**config.mk**
```make
export PLATFORM = sky130hd
export DESIGN_NAME = core_sequencer
export DESIGN_NICKNAME = d
export VERILOG_FILES = /design/src/rtl/core_sequencer.sv
export SDC_FILE = /design/constraint.sdc
export NUM_CORES = 1
export LEC_CHECK = 0
export CAP_MARGIN = 15
export CORE_MARGIN = 2
export CORE_UTILIZATION = 40
export DETAILED_ROUTE_END_ITERATION = 8
export PLACE_DENSITY = 0.69
export SLEW_MARGIN = 30
export SYNTH_ARGS = -nofsm -noshare
export SYNTH_HDL_FRONTEND = slang
export SYNTH_SLANG_ARGS = --single-unit
```
**constraint.sdc**
```tcl
create_clock -name clk1 -period 1.85 [get_ports clk1]
set_input_delay 0.185 -clock clk1 [delete_from_list [all_inputs] [get_ports clk1]]
set_output_delay 0.185 -clock clk1 [all_outputs]
set_load 0.01 [all_outputs]
```
**src/rtl/core_sequencer.sv**
```systemverilog
// Multi-cycle fetch/decode/exec/mem/wb sequencer driving datapath control; 4 cycles ALU, 5+ load, 4+ store.
// Backpressure: stalls in FETCH/MEM until imem_ready/dmem_ready, halting with bus_error after TIMEOUT_CYCLES.
module core_sequencer #(
    parameter int addr_data_width = 32,
    parameter int TIMEOUT_CYCLES  = 16
) (
    input  logic                       clk1,
    input  logic                       reset1,
    input  logic                       run,
    input  logic                       halt_req,
    input  logic [addr_data_width-1:0] instruction,
    input  logic                       imem_ready,
    input  logic                       dmem_ready,
    output logic                       pc_en,
    output logic                       ir_load,
    output logic                       mdr_load,
    output logic [3:0]                 alu_op,
    output logic                       sel_bw_imm_rs2,
    output logic                       regfile_write_enable,
    output logic                       dmem_read_en,
    output logic                       dmem_write_en,
    output logic                       wr_back_sel,
    output logic [2:0]                 state,
    output logic                       illegal,
    output logic                       bus_error,
    output logic [addr_data_width-1:0] instr_count
);

    localparam int TW = $clog2(TIMEOUT_CYCLES + 1);

    localparam logic [6:0] OP_R  = 7'b0110011;
    localparam logic [6:0] OP_I  = 7'b0010011;
    localparam logic [6:0] OP_LD = 7'b0000011;
    localparam logic [6:0] OP_ST = 7'b0100011;

    typedef enum logic [2:0] {
        S_IDLE   = 3'd0,
        S_FETCH  = 3'd1,
        S_DECODE = 3'd2,
        S_EXEC   = 3'd3,
        S_MEM    = 3'd4,
        S_WB     = 3'd5,
        S_HALT   = 3'd6
    } state_t;

    state_t                     st;
    logic [addr_data_width-1:0] ir_q;
    logic [TW-1:0]              tmo_q;
    logic                       wb_q;

    logic [6:0] opcode;
    logic [2:0] funct3;
    logic       f7b5;
    logic       is_r, is_i, is_ld, is_st, is_valid;
    logic       tmo_last;
    logic       retire;
    logic       ir_unused;

    // All decode works from the latched copy, never the live memory bus.
    assign opcode   = ir_q[6:0];
    assign funct3   = ir_q[14:12];
    assign f7b5     = ir_q[30];
    assign is_r     = (opcode == OP_R);
    assign is_i     = (opcode == OP_I);
    assign is_ld    = (opcode == OP_LD);
    assign is_st    = (opcode == OP_ST);
    assign is_valid = is_r | is_i | is_ld | is_st;
    assign ir_unused = ^{ir_q[addr_data_width-1:31], ir_q[29:15], ir_q[11:7]};

    always_comb begin
        alu_op = 4'b0000;
        if (is_r) begin
            alu_op = {f7b5, funct3};
        end else if (is_i) begin
            alu_op = (funct3 == 3'b101) ? {f7b5, funct3} : {1'b0, funct3};
        end
    end

    assign sel_bw_imm_rs2 = is_r;
    assign wr_back_sel    = ~is_ld;

    // Handshake strobes qualify registered state with the ready in the same cycle.
    assign tmo_last             = (tmo_q == TW'(TIMEOUT_CYCLES - 1));
    assign ir_load              = (st == S_FETCH) & imem_ready;
    assign mdr_load             = dmem_read_en & dmem_ready;
    assign pc_en                = wb_q | (dmem_write_en & dmem_ready);
    assign regfile_write_enable = wb_q;
    assign retire               = pc_en;
    assign state                = st;

    always_ff @(posedge clk1 or negedge reset1) begin
        if (!reset1) begin
            st            <= S_IDLE;
            ir_q          <= '0;
            tmo_q         <= '0;
            wb_q          <= 1'b0;
            dmem_read_en  <= 1'b0;
            dmem_write_en <= 1'b0;
            illegal       <= 1'b0;
            bus_error     <= 1'b0;
            instr_count   <= '0;
        end else begin
            wb_q <= 1'b0;
            if (retire) begin
                instr_count <= instr_count + addr_data_width'(1);
            end
            case (st)
                S_IDLE: begin
                    if (run) begin
                        st    <= S_FETCH;
                        tmo_q <= '0;
                    end
                end
                S_FETCH: begin
                    if (imem_ready) begin
                        ir_q <= instruction;
                        st   <= S_DECODE;
                    end else if (tmo_last) begin
                        bus_error <= 1'b1;
                        st        <= S_HALT;
                    end else begin
                        tmo_q <= tmo_q + TW'(1);
                    end
                end
                S_DECODE: begin
                    if (is_valid) begin
                        st <= S_EXEC;
                    end else begin
                        illegal <= 1'b1;
                        st      <= S_HALT;
                    end
                end
                S_EXEC: begin
                    if (is_ld || is_st) begin
                        st            <= S_MEM;
                        tmo_q         <= '0;
                        dmem_read_en  <= is_ld;
                        dmem_write_en <= is_st;
                    end else begin
                        st   <= S_WB;
                        wb_q <= 1'b1;
                    end
                end
                S_MEM: begin
                    if (dmem_ready) begin
                        dmem_read_en  <= 1'b0;
                        dmem_write_en <= 1'b0;
                        if (is_ld) begin
                            st   <= S_WB;
                            wb_q <= 1'b1;
                        end else begin
                            st    <= (halt_req || !run) ? S_IDLE : S_FETCH;
                            tmo_q <= '0;
                        end
                    end else if (tmo_last) begin
                        dmem_read_en  <= 1'b0;
                        dmem_write_en <= 1'b0;
                        bus_error     <= 1'b1;
                        st            <= S_HALT;
                    end else begin
                        tmo_q <= tmo_q + TW'(1);
                    end
                end
                S_WB: begin
                    st    <= (halt_req || !run) ? S_IDLE : S_FETCH;
                    tmo_q <= '0;
                end
                S_HALT: begin
                    st <= S_HALT;
                end
                default: begin
                    st <= S_HALT;
                end
            endcase
        end
    end

endmodule

```
* After elaboration in Yosys (flattened, before gate mapping)
Index checks and enable logic that the tools add are counted.
** Operators by class
- $add $sub $neg :: 2
- Equal/unequal tests :: 17
- Muxes and demuxes :: 33
- Bitwise operators :: 9
- Reductions and logical operators :: 12
** Operators with widths (count)
- adder 32 x 1 -> 32 bit (second input constant) :: 1
- 2-to-1 mux 5 bit :: 6
- one-hot mux 5 bit (5 select lines) :: 1
- 2-to-1 mux 3 bit :: 6
- one-hot mux 3 bit (6 select lines) :: 1
- equality test 7 x 6 -> 1 bit (second input constant) :: 2
- 2-to-1 mux 1 bit :: 12
- 2-to-1 mux 4 bit :: 3
- equality test 3 bit (second input constant) :: 3
- != test 2 bit (second input constant) :: 4
- one-hot mux 1 bit (2 select lines) :: 4
- equality test 7 x 2 -> 1 bit (second input constant) :: 1
- equality test 7 x 5 -> 1 bit (second input constant) :: 1
- equality test 3 x 2 -> 1 bit (second input constant) :: 2
- != test 3 bit (second input constant) :: 2
- AND reduction 3 bit :: 2
- adder 5 x 1 -> 5 bit (second input constant) :: 1
- equality test 5 x 4 -> 1 bit (second input constant) :: 1
- AND reduction 5 bit :: 1
- nonzero test 5 bit :: 1
- OR 1 bit :: 4
- AND reduction 2 bit :: 2
- nonzero test 2 bit :: 2
- AND 1 bit :: 3
- other kinds (5) :: 7
** Word-level totals
- Bits in registers :: 76
- Input bits :: 38
- Output and inout bits :: 49
- Word-level logic and storage cells :: 82

* Longest topological paths before layout
Gate-level depths: netlist of the first run.
- Word-level depth :: 6
- Depth in mapped cells :: 7
- Depth with buffers taken out :: 6

* Least setup slack after synthesis of the first run
Ideal clock, no wire load.
- Path kind :: reg2reg
- Start point :: register st[0] (netlist: state[0])
- End point :: register tmo_q[0]
- Library setup time :: 0.121 ns
- Arrival :: 1.588 ns
- Data required time :: 1.729 ns
- Path slack :: 0.141 ns
- Cell stages (with the launch flop) :: 7
- Buffers on the path :: 1
- Period minus slack after synthesis :: 1.709 ns
- Path through :: dfrtp_1 -> buf_6 -> nor2b_1 -> and2_4 -> a211oi_4 -> o31ai_2 -> a22o_1
** On the way
- Cells in the longest elaborated chain, start to end :: 3
- Elaborated cells between the ends (all ways) :: 12
- Those cells by class :: 8 x eq/ne; 1 x mux; 3 x reduce/logical
** Ends and longest elaborated chain
- start, declared :: RTL line 46 : state_t st;
- start signal, assigned :: RTL line 152 : st <= (halt_req || !run) ? S_IDLE : S_FETCH;
- start signal, assigned :: RTL line 165 : st <= (halt_req || !run) ? S_IDLE : S_FETCH;
- equality test 3 bit (tied with other cells) :: RTL line 107 : case (st)
- != test 3 bit (no line) (tied with other cells)
- AND reduction 5 bit (no line)
- end signal, assigned :: RTL line 122 : tmo_q <= tmo_q + TW'(1);
- end signal, assigned :: RTL line 161 : tmo_q <= tmo_q + TW'(1);
- end, declared :: RTL line 48 : logic [TW-1:0] tmo_q;
Several ways; a longest one is shown, not always the timed one.
A chain may end at the register's enable or synchronous reset.

* Worst setup path after layout of the first run
- Start point :: register ir_q[3]
- End point :: output port wr_back_sel
** On the way
- Cells in the longest elaborated chain, start to end :: 2
** Ends and longest elaborated chain
- start, declared :: RTL line 47 : logic [addr_data_width-1:0] ir_q;
- start signal, assigned :: RTL line 116 : ir_q <= instruction;
- equality test 7 x 2 -> 1 bit :: RTL line 65 : assign is_ld = (opcode == OP_LD);
- inverter 1 bit :: RTL line 80 : assign wr_back_sel = ~is_ld;
- end, declared :: RTL line 22 : output logic wr_back_sel,
Every way passes these cells.

==> results of run 1 <==
-- state kept, by name, indices dropped and copies added, names as in the netlist --
signal	cells
dmem_read_en	1
dmem_write_en	1
instr_count	32
regfile_write_enable	1
state	3
bus_error	1
tmo_q	5
illegal	1
ir_q	11
-- per-layer routing --
layer  part of all wire [%]  track usage [%]  up-vias
met5                      0                0        -
met3                    3.5             4.19        9
li1                       -                -     1129
met2                     49             27.8       41
met4                    1.5             4.83        0
met1                     46             24.2     1073
-- synthesized netlist by cell type, types with 2 or more instances --
cell       count  area share (%)
nand4_2        2            0.91
a21oi_1        7             1.3
nor3_2         2            0.73
a31oi_1        2            0.46
dfrtp_1       56              51
ha_1           2            0.91
buf_2          2            0.37
and4_1         3            0.96
nor4_4         2             1.6
mux2_2         5             2.1
xor2_1        11             3.5
nand4_1        7             1.6
o211ai_1       3            0.82
nand4bb_1      2            0.82
a31o_2         2            0.64
inv_1          8             1.1
and3_2         4             1.1
nand3_1       11             2.0
and3_1         4            0.91
clkbuf_1       2            0.27
o21ai_0        6             1.1
nor2_1        12             1.6
xnor2_1       20             6.4
nor2b_1        4            0.91
nor3_1         7             1.3
nand2b_1       2            0.46
nand2_1       38             5.2
nor4_1         2            0.46
and2_1         2            0.46
-- layout by cell type, fill, tap and decap left out, types with 5 or more instances in the layout --
| cell type | instances |
|---|---|
| mux2_2 | 5 |
| nand3_1 | 11 |
| nor3_1 | 7 |
| inv_1 | 8 |
| a21oi_1 | 6 |
| nor2_1 | 12 |
| buf_6 | 5 |
| o21ai_0 | 6 |
| xnor2_1 | 20 |
| xor2_1 | 11 |
| nand4_1 | 7 |
| clkdlybuf4s50_1 | 56 |
| clkbuf_8 | 5 |
| dfrtp_1 | 52 |
| nand2_1 | 37 |
| buf_4 | 42 |
-- layout make-up --
cell class	instances	area [sq um]	share of cell area, %
clock buffers	5	68.8	1.74
clock inverters	3	46.3	1.17
well taps	80	100	2.53
repair buffers	111	1000	25.4
multi-input cells	184	1300	32.8
flip-flops and latches	56	1410	35.6
inverters	9	33.8	0.854
-- worst paths after layout --
kind | from | slack (ns) | cells past startpoint | to
hold reg to reg | instr_count[31]$_DFFE_PN0P_ | 0.47 | 1 | instr_count[31]$_DFFE_PN0P_
setup / recovery | ir_q[3]$_DFFE_PN0P_ | -0.06 | 3 | wr_back_sel
hold / removal | reset1 | 0.40 | 3 | illegal$_DFFE_PN0P_
min in group clk1 | instruction[4] | 0.41 | 3 | ir_q[4]$_DFFE_PN0P_
setup reg to reg | ir_q[3]$_DFFE_PN0P_ | 0.01 | 5 | tmo_q[1]$_DFFE_PN0P_
max in group asynchronous | reset1 | 1.17 | 3 | state[1]$_DFFE_PN0N_
-- power breakdown --
group          switching [W]  internal, W  total (W)
clock network       0.000414     0.000411   0.000825
logic               0.000182     0.000259   0.000441
registers           0.000108      0.00130    0.00141
total               0.000704      0.00197    0.00267
-- cell families after synthesis --
group                    count (synthesis)
AO/OA/AOI/OAI                           32
XOR/XNOR                                31
flip-flops                              56
adder cells (fa/ha/maj)                  2
multiplexers                             5
AND/OR/NAND/NOR                        114
buffers and inverters                   15
-- through the flow --
| stage | cells | total power [W] |
|---|---|---|
| after global placement | 426 | 0.00185 |
| after global routing | 448 | 0.00281 |
| after CTS | 442 | 0.00269 |
| after detailed placement | 426 | 0.00186 |
| final | 448 | 0.00267 |
| after floorplan | 255 | 0.00157 |
-- what timing repair did --
| item | in CTS | in global routing |
|---|---|---|
| buffers inserted | 7 | 6 |
| hold endpoints to repair | 56 | 0 |
| hold buffers | 1 | 0 |
| cloned | 0 | 0 |
| endpoints found under the setup margin | 12 | 13 |
| pin swaps | 1 | 3 |
| gates resized for setup | 34 | 9 |
-- critical path, cell delays in order, from the launching register on --
cell and delay, ns:
dfrtp_1 0.40, or4_4 0.54, or3_4 0.35, buf_6 0.13
==> results.txt, run 1 <==
Dpl hpwl - 4.53 mm
Filler cells - 572
Clock buffer depth - 2
Max Cap Viol - 0
Status - complete, but fails checks
Worst endpoint data arrival time - 1.73 ns
Synth Warn # - 0
Post-synthesis simple-gate area fraction - 24.4%
Syn Area/Cell - 10.7 sq um
Final #Nets - 407
Dpl cell area - 0.00370 sq mm
Initial DRC Count - 65
Final setup viols - 1
Tmin final - 1.91 ns
Detailed Route WL - 6.24 mm
Worst vdd ir - 0.569 mV
Synthesized Nets - 295
Clock skew - 0.0103 ns
Cell Pwr Density - 675 mW/mm^2
# DRC - 0
Area growth from synthesis to layout - 44.3%
Setup CP Type - flop to output pin
Clock Latency Late Sink - 0.31 ns
Period Utilization, post-route - 103%
Largest net degree at the start of global routing - 57
Multiplexer area fraction after synthesis - 2.05%
WL per Instance - 13.9 um
Drt pass-1 iters - 4
Gate Count Post-Synth - 255
Fmax achieved - 0.524 GHz
Hold Path Class - primary input to asynchronous set/reset pin
Core Area - 0.00672 sq mm
Final ANT Viol Nets - 0
Die footprint - 0.00753 sq mm
Starting Density - 40.8%
Synthesized area - 0.00274 sq mm
Fin util - 58.9%
Post-Synth Adder-Cell Area - 0.913%
CP required - 1.66 ns
Ant. Diodes - 0
H-tree depth - 2
CTS clk-pin slew, worst paths - 0.10 ns
Share of post-route cells with drive strength above 1 - 26.6%
CTS tree - done
Max Slew Vio Count - 0
Setup TNS - -0.0601 ns
CTS sink count - 56
Worst-Margin Slew - 0.378 ns
Smallest hold slack - 0.400 ns
Synth async-reset ratio - 100%
Failing checks - negative setup slack
Vias/cell - 5.03
Post-Synth XOR/XNOR Area - 9.91%
Setup WS post-layout - -0.0601 ns
Total grt overflow - 0
Gr usage total - 17.5%
CTS buffer count - 5
Largest family of logic cells by synthesized area - simple AND/OR/NAND/NOR gates
Endpoints failing hold - 0
Vias in the first global route - 2,238
First-pass GRT wire length - 10.5 mm
I/O pin count - 87
Routability Congestion - 0.795
Chip width - 86.8 um
Synth cell types - 54
RSZ-0062 raised after global routing - yes
Final Instance Area - 0.00396 sq mm
Initial antenna violation count - 0
Post-synthesis register bit count - 56
Clk root buf - clkbuf_8
Die span in y - 86.8 um
I/O Buffers - 65
Crit. End Element - output pin
Slew HR - 74.7%
Synth Area in Compound Gates - 9.04%
CP max FO - 3
Startpoint types - flop
Static leakage - 1.84 nW
Site Rows - 30
Main synth FF type - dfrtp_1
Via Count - 2,252
Sequential area share after synthesis - 51.1%
Post-place setup slack - -0.120 ns
EDFF count, synth - 0
Power figures use the tool's default switching activity.
==> run 2: changes to the inputs <==
Settings changed: CORE_ASPECT_RATIO from default to 1.4, CORE_UTILIZATION 40 to 45, PLACE_DENSITY 0.69 to 0.76.
==> run 2 against run 1 <==
Effect of this change:
- the flow still finishes with violations (negative setup slack)
- wire length increased by 8.1%
- setup slack got worse by 0.14 ns
- register-to-register slack got worse by 0.15 ns
- fmax decreased by 6.8%
- combinational power decreased by 1%
- via count increased by 6.0%
- power decreased by 5.7%
- core utilization increased by 8.9 points
- first-iteration DRC count increased by 32%
- largest cell class unchanged
- largest power group unchanged
==> results.txt, run 2 (synthesized netlist as in run 1, its figures left out) <==
Clock Latency Late Sink - 0.31 ns
Total grt overflow - 0
Detailed Route WL - 6.75 mm
Initial DRC Count - 86
Dpl hpwl - 4.63 mm
Final setup viols - 6
Critical Path Max Stage Delay - 0.49 ns
Worst endpoint data arrival time - 1.86 ns
Worst-Margin Slew - 0.368 ns
Die span in y - 96.3 um
Max Slew Vio Count - 0
Setup WS post-layout - -0.199 ns
WL per Instance - 15.5 um
Area growth from synthesis to layout - 45.1%
Cell Pwr Density - 634 mW/mm^2
Via Count - 2,388
Vias in the first global route - 2,337
Core Area - 0.00586 sq mm
Slowest cell on the critical path - or4_4
Starting Density - 46.7%
Largest net degree at the start of global routing - 57
Ant. Diodes - 0
CTS clk-pin slew, worst paths - 0.10 ns
Period Utilization, post-route - 111%
Clock skew - 0.00979 ns
Max Cap Viol - 0
Share of post-route cells with drive strength above 1 - 26.0%
Site Rows - 33
Status - complete, but fails checks
I/O Buffers - 65
Vias/cell - 5.48
Crit path buf inv count - 2
CP required - 1.66 ns
H-tree depth - 2
CTS buffer count - 5
Tmin final - 2.05 ns
Most frequent cells in the layout - clkdlybuf4s50_1 (57), dfrtp_1 (54), nand2_1 (37), buf_4 (37), xnor2_1 (20)
Final ANT Viol Nets - 0
Setup CP Type - flop to output pin
CTS tree - done
Gr usage total - 19.9%
Slew HR - 75.3%
Clk root buf - clkbuf_8
Filler cells - 439
Initial antenna violation count - 0
Endpoints failing hold - 0
Drt pass-1 iters - 5
Top reg by flops - instr_count
# DRC - 0
Final #Nets - 405
Post-place setup slack - -0.0987 ns
Max reg flops - 32
Hold Path Class - primary input to asynchronous set/reset pin
RSZ-0062 raised after global routing - yes
Routability Congestion - 0.829
Crit. End Element - output pin
Die footprint - 0.00674 sq mm
CTS sink count - 56
Top Registers - instr_count: 32 flops, ir_q: 11 flops, tmo_q: 5 flops
Worst vdd ir - 0.552 mV
First-pass GRT wire length - 10.6 mm
Startpoint types - flop
Failing checks - negative setup slack
Fmax achieved - 0.488 GHz
CP max FO - 2
Most common cell after layout, fill and taps aside - clkdlybuf4s50_1
I/O pin count - 87
Clock buffer depth - 2
Crit-path leading delay family - simple AND/OR/NAND/NOR gates
Chip width - 70.0 um
Static leakage - 1.83 nW
CP cell instances - buf_4 -> or4_4 -> or3_4 -> buf_6
Overall power - 0.00252 W
run 2: cell count changes in the layout (fill, tap and decap cells not counted), moves of 2 or more:
cell      delta
buf_6        +6
dfrtp_2      -2
buf_2        -3
dfrtp_1      +2
and3_4       +2
and3_2       -2
clkbuf_1     +2
buf_4        -5
run 2: area by class of cell:
class	instances	area, sq um	area share, %
Timing Repair Buffer	109	1020	25.7
Multi-Input combinational cell	184	1340	33.7
Clock buffer	8	90.1	2.27
Inverter	9	33.8	0.850
Tap cell	70	87.6	2.20
Sequential cell	56	1400	35.3
run 2: per-layer routing:
layer,GRT usage (%),vias to the layer above,routed length [um]
met5,0,-,0
met4,7.05,0,127
met3,3.98,14,380
met2,37.5,75,3700
met1,22.3,1181,2540
li1,-,1118,-
run 2: final timing paths:
kind / start / end / slack [ns] / depth (start not counted)
worst max-delay path: ir_q[2]$_DFFE_PN0P_ / wr_back_sel / -0.20 / 4
max in group asynchronous: reset1 / state[1]$_DFFE_PN0N_ / 1.20 / 3
worst max register to register: ir_q[2]$_DFFE_PN0P_ / dmem_read_en$_DFFE_PN0P_ / -0.14 / 7
worst min-delay path: reset1 / ir_q[14]$_DFFE_PN0P_ / 0.39 / 3
worst min register to register: bus_error$_DFFE_PN0P_ / bus_error$_DFFE_PN0P_ / 0.47 / 1
min in group clk1: instruction[5] / ir_q[5]$_DFFE_PN0P_ / 0.41 / 3
run 2: what timing repair did:
item | CTS | global route
gates cloned | 0 | 0
endpoints found under the setup margin | 9 | 13
endpoints found under the hold margin | 56 | 0
pin swaps | 3 | 7
buffers inserted | 6 | 7
hold buffers | 1 | 0
gates resized for setup | 37 | 16
run 2: worst reg2reg max path, stage by stage, from the launching register on:
cell     delay (ns)
dfrtp_1        0.40
buf_4          0.13
or4_4          0.49
or3_4          0.40
buf_4          0.15
buf_6          0.11
a21oi_2        0.10
mux2_4         0.15
run 2: report_power, final:
| part | internal (W) | leakage, nW | switching (W) | total, W |
|---|---|---|---|---|
| clock | 0.000307 | 0.0455 | 0.000378 | 0.000684 |
| sequential | 0.00130 | 0.730 | 0.000101 | 0.00140 |
| combinational | 0.000252 | 1.05 | 0.000184 | 0.000436 |
| total | 0.00186 | 1.83 | 0.000663 | 0.00252 |
run 2: metrics by stage:
step	hold WS, ns	cells	util [%]	instance area (sq um)	TNS, ns
final	0.392	436	67.8	3980	-0.578
after global routing	0.408	436	67.8	3980	-1.14
after detailed placement	0.210	415	62.8	3680	-0.459
after CTS	0.403	430	65.8	3860	-0.253
after global placement	0.204	415	62.8	3680	-0.320
after floorplan	-0.111	255	-	2740	0
==> run 3: changes to the inputs <==
Settings changed: PLACE_DENSITY 0.76 to 0.84.
==> run 3 against run 2 <==
Effect of this change:
- the flow still finishes with violations (negative setup slack)
- sequential power about the same
- worst hold slack worse by 0.066 ns
- sequential share of layout area up 0.31 points
- clock-buffer cell count shrank 3
- core utilization decreased by 0.53 points
- cell area is 0.79% lower
- global-route usage is 0.97 points higher
- final cell count shrank 0.92%
- sequential cell count did not move
- die area unchanged
- register-to-register slack improved by 0.18 ns
- critical endpoint unchanged
- highest routed layer unchanged
==> results.txt, run 3 (synthesized netlist as in run 1, its figures left out) <==
First-pass GRT wire length - 11.0 mm
Area growth from synthesis to layout - 43.9%
Max Slew Vio Count - 0
Fmax achieved - 0.519 GHz
Gr usage total - 20.8%
I/O pin count - 87
Vias/cell - 5.45
Dpl cells - 419
Detailed Route WL - 6.69 mm
Tmin final - 1.93 ns
Most common cell after layout, fill and taps aside - clkdlybuf4s50_1
Worst-Margin Slew - 0.455 ns
Max reg flops - 32
CP max FO - 2
Static leakage - 1.82 nW
Site Rows - 33
Largest net degree at the start of global routing - 39
Clock skew - 0.0130 ns
Drt pass-1 iters - 4
Clock buffer depth - 2
Setup WS post-layout - -0.0763 ns
Final ANT Viol Nets - 0
Final #Nets - 401
Initial DRC Count - 92
Via Count - 2,356
Period Utilization, post-route - 104%
Setup TNS - -0.191 ns
CTS tree - done
Endpoints failing hold - 0
Setup CP Type - flop to output pin
Chip width - 70.0 um
Ant. Diodes - 0
Die span in y - 96.3 um
Routability Congestion - 0.841
Starting Density - 46.7%
Startpoint types - flop
Cell Pwr Density - 687 mW/mm^2
I/O Buffers - 65
Top reg by flops - instr_count
Most frequent cells in the layout - clkdlybuf4s50_1 (56), dfrtp_1 (53), nand2_1 (37), buf_4 (36), xnor2_1 (20)
Clk root buf - clkbuf_8
CTS clk-pin slew, worst paths - 0.11 ns
H-tree depth - 2
Vias in the first global route - 2,354
Die footprint - 0.00674 sq mm
WL per Instance - 15.5 um
Reg2Reg Depth - 7
Worst vdd ir - 0.523 mV
CTS buffer count - 5
# DRC - 0
Initial antenna violation count - 0
Clock Latency Late Sink - 0.32 ns
Final setup viols - 6
Slew HR - 69.7%
Worst endpoint data arrival time - 1.74 ns
Status - complete, but fails checks
Hold Path Class - primary input to asynchronous set/reset pin
Post-Layout Cell Count - 432
Core Area - 0.00586 sq mm
CP required - 1.66 ns
Top Registers - instr_count: 32 flops, ir_q: 11 flops, tmo_q: 5 flops
Crit. End Element - output pin
Max Cap Viol - 0
Dpl hpwl - 4.85 mm
Failing checks - negative setup slack
RSZ-0062 raised after global routing - yes
Share of post-route cells with drive strength above 1 - 25.1%
Total grt overflow - 0
CTS sink count - 56
-- run 3: cell types whose count changed in the layout (fill, tap and decap cells not counted), moves of 2 or more --
cell	change
clkbuf_1	-2
a21oi_1	+2
buf_6	-3
clkinv_4	+2
dlygate4sd2_1	+2
a21oi_2	-2
-- run 3: through the flow --
stage               power (W)  setup WS, ns  hold slack, ns  cell area [sq um]  util, %
finish                0.00271       -0.0763           0.326               3940     67.3
global route          0.00283        -0.120           0.373               3940     67.3
CTS                   0.00274       -0.0878           0.339               3910     66.6
detailed placement    0.00191        -0.108           0.163               3710     63.3
global placement      0.00190       -0.0803           0.150               3710     63.3
floorplan             0.00157         0.141          -0.111               2740        -
-- run 3: area by class of cell --
class	instances	area (sq um)
clock buffer	5	68.8
sequential	56	1410
inverter	9	33.8
tap	70	87.6
timing repair buffer	105	973
clock inverter	3	47.5
fill	457	1920
multi-input combinational	184	1330
-- run 3: metal layers --
layer	GRT usage, %	part of all wire (%)	vias to the layer above
met5	0	0	-
met4	9.78	2.6	0
met3	4.08	5.0	14
met2	38.1	53	69
met1	23.4	40	1165
li1	-	-	1108
-- run 3: power breakdown --
part	switching, W	total (W)	internal, W	leakage, nW
clock network	0.000419	0.000828	0.000408	0.0583
logic	0.000212	0.000505	0.000294	1.03
registers	0.0000810	0.00138	0.00130	0.728
-- run 3: worst paths after layout --
path / to / slack (ns) / from
min in group clk1: ir_q[5]$_DFFE_PN0P_ / 0.40 / instruction[5]
max: wr_back_sel / -0.08 / ir_q[3]$_DFFE_PN0P_
min: ir_q[30]$_DFFE_PN0P_ / 0.33 / reset1
max reg2reg: tmo_q[0]$_DFFE_PN0P_ / 0.04 / ir_q[3]$_DFFE_PN0P_
max in group asynchronous: instr_count[12]$_DFFE_PN0P_ / 0.96 / reset1
min reg2reg: instr_count[31]$_DFFE_PN0P_ / 0.50 / instr_count[31]$_DFFE_PN0P_
-- run 3: worst max-delay path, stage by stage (launching register included) --
cell and delay (ns):
dfrtp_1 0.39, or4_4 0.55, or3_4 0.36, buf_6 0.13
-- run 3: repair_timing --
action                                 4_1_cts  5_1_grt
buffers inserted                             4        1
hold buffers                                 1        0
endpoints found under the hold margin       18        0
setup endpoints to repair                   10       15
gates resized for setup                     40        9
pin swaps                                    6        7
==> edit (config.mk and constraints of run 2) <==
`addr_data_width`: 32 -> 64.
--- a/src/rtl/core_sequencer.sv
+++ b/src/rtl/core_sequencer.sv
@@ -2,5 +2,5 @@
 // Backpressure: stalls in FETCH/MEM until imem_ready/dmem_ready, halting with bus_error after TIMEOUT_CYCLES.
 module core_sequencer #(
-    parameter int addr_data_width = 32,
+    parameter int addr_data_width = 64,
     parameter int TIMEOUT_CYCLES  = 16
 ) (
Interface: changed (resized instr_count and instruction); port bits go from 87 to 151. The function was not compared with the original's and may differ.
==> edit against run 2 <==
Worst setup slack gained 0.20 ns. Synthesized area increased by 58%. Power increased by 88%. Register-to-register slack improved by 0.15 ns. Worst hold slack got worse by 0.089 ns. Via count up 71%. Count of clock-buffer cells in the layout grew 5. Clock power grew to 2.8 times the old value. Cell area is 73% higher. Synthesized cell count up 62%. Sequential cell count increased by 32. Routed wire length up 90%. Maximum frequency increased by 11%.
==> edit: results (changes against run 2) <==
* R2R depth at 7 (unchanged)
* Sequential element share of the synthesized area at 0.510 (-0.00171)
* R2r setup slk at 0.006 ns (+0.15 ns)
* Slew Limit Headroom at 0.754 (about the same)
* Peak VDD IR at 0.000735 V (+33%)
* Async SR Flop Fraction at 1.00 (unchanged)
* Setup Skew at 0.00601 ns (-0.00378 ns)
* Skew-Pair Late Insertion Delay at 0.34 ns (+0.03 ns)
* Pre-Repair DR Iteration Count at 4 (-1)
* # rows at 42 (+27%)
* Initial antenna violation count at 0 (unchanged)
* Prevailing post-synth register cell: dfrtp_1
* Unique masters post-synth at 48 (-11%)
* Top cells by area, synth: dfrtp_1 (51%), xor2_1 (6.9%), xnor2_1 (5.9%)
* Reg2reg end: instr_count[19]
* Pin count of the biggest net entering global routing at 46 (-19%)
* Hold Slack at 0.303 ns (-0.0891 ns)
* Vias in the first global route at 4137 (+77%)
* Post-layout nets at 692 (+71%)
* First-pass GRT wire length at 20200 um (+91%)
* HP Class: in -> async
* Top cells by count, synth: dfrtp_1 (88), nand2_1 (42), xor2_1 (34), nor2_1 (30), xnor2_1 (29)
* Synthesized Nets at 485 (+64%)
* Data arrival time of the critical path at 2.10 ns (+0.24 ns)
* Layout cells sized above 1 at 0.336 (+0.0764)
* Clock transition at path regs at 0.06 ns (-0.04 ns)
* Crit Path Max Fanout at 6 (+4)
* DRT iter0 DRCs at 215 (+150%)
* Worst stage delay on the critical path at 0.41 ns (-0.08 ns)
* Routed len/inst at 17.5 um (+13%)
* Top Registers: instr_count: 64 flops, ir_q: 11 flops, tmo_q: 5 flops
* Pleak at 3.34 nW (+83%)
* Syn avg cell area at 10.5 um2 (-2.6%)
* Routability Congestion at 0.892 (+7.5%)
* N_diodes at 0 (unchanged)
* Placed instance count at 690 (+66%)
* Clock Tree Buf Depth at 2 (unchanged)
* Fillers at 640 (+46%)
* RR Startpoint: instr_count[6]
* GRT Util Overall at 0.247 (+0.0478)
* CTS H-Tree Depth at 3 (+1)
* Root Buffer: clkbuf_16
* Ys Warns at 0 (unchanged)
* Finished Layout Cells at 735 (+69%)
* Avg Vias per Cell at 5.54 (+1.2%)
* Port bufs at 97 (+49%)
* CP max-delay cell: or3_4
* Status: completed
* CTS Buf Count at 9 (+4)
* Dpl ws at -0.284 ns (-0.185 ns)
* HPWL Detailed at 8530 um (+84%)
## edit: how the worst max path moves through the flow
stage,from,to,slack [ns],depth (start not counted)
5_1_grt,instr_count[6],instr_count[48],-0.08,7
2_1_floorplan,instr_count[0],instr_count[56],-0.02,6
4_1_cts,ir_q[2],wr_back_sel,-0.008,3
6_report,instr_count[6],instr_count[19],0.006,7
3_3_place_gp,dmem_ready,instr_count[28],-0.20,7
3_5_place_dp,dmem_ready,instr_count[28],-0.28,7
## edit: logic make-up (layout without fill, tap and decap cells)
group	count (synthesis)	in the layout	share of synthesized area
and+or+nand+nor	193	193	0.254
DFF	88	88	0.510
xor gates and xnor gates	63	63	0.128
AOI/OAI and AO/OA	32	32	0.0515
buffers and inverters	24	236	0.0226
muxes	11	11	0.0287
adders and majority gates	2	2	0.00579
## edit: through the flow
| stage | cell area, um2 | utilization |
|---|---|---|
| 2_1_floorplan | 4340 | - |
| 3_3_place_gp | 6040 | 0.642 |
| 3_5_place_dp | 6040 | 0.642 |
| 4_1_cts | 6640 | 0.706 |
| 5_1_grt | 6890 | 0.733 |
| 6_report | 6890 | 0.733 |
## edit: timing repair
| action | 4_1_cts | 5_1_grt |
|---|---|---|
| pin swaps | 16 | 27 |
| hold endpoints to repair | 25 | 0 |
| hold buffers | 1 | 0 |
| gates resized for setup | 50 | 47 |
| setup endpoints to repair | 25 | 44 |
| setup buffers | 16 | 11 |
| gates cloned | 0 | 1 |
## edit: where the power goes
group	switching, mW	internal, mW
logic	0.311	0.424
clock network	0.725	1.22
registers	0.0701	2.00
total	1.11	3.64
## edit: final cells by class
class | instances | area [um2] | area share
clock buffer | 13 | 250 | 0.0363
clock inverter | 3 | 65.1 | 0.00944
inverter | 12 | 45.0 | 0.00654
multi-input combinational | 301 | 2350 | 0.340
sequential | 88 | 2210 | 0.321
tap | 110 | 138 | 0.0200
timing repair buffer | 208 | 1840 | 0.267
## edit: metal layers
metal	routed length, um	vias up	global-route usage	part of all wire
met5	0	-	0	0
met4	219	0	0.102	0.017
met3	664	16	0.0536	0.052
met2	6820	141	0.420	0.53
met1	5130	2029	0.297	0.40
li1	-	1887	-	-
## edit: worst max-delay path: cells and delay by family, from the launching register on
kind / cells / cell delay (ns)
xor+xnor: 1 / 0.18
flops: 1 / 0.40
buf+inv: 2 / 0.31
simple gates: 4 / 0.86
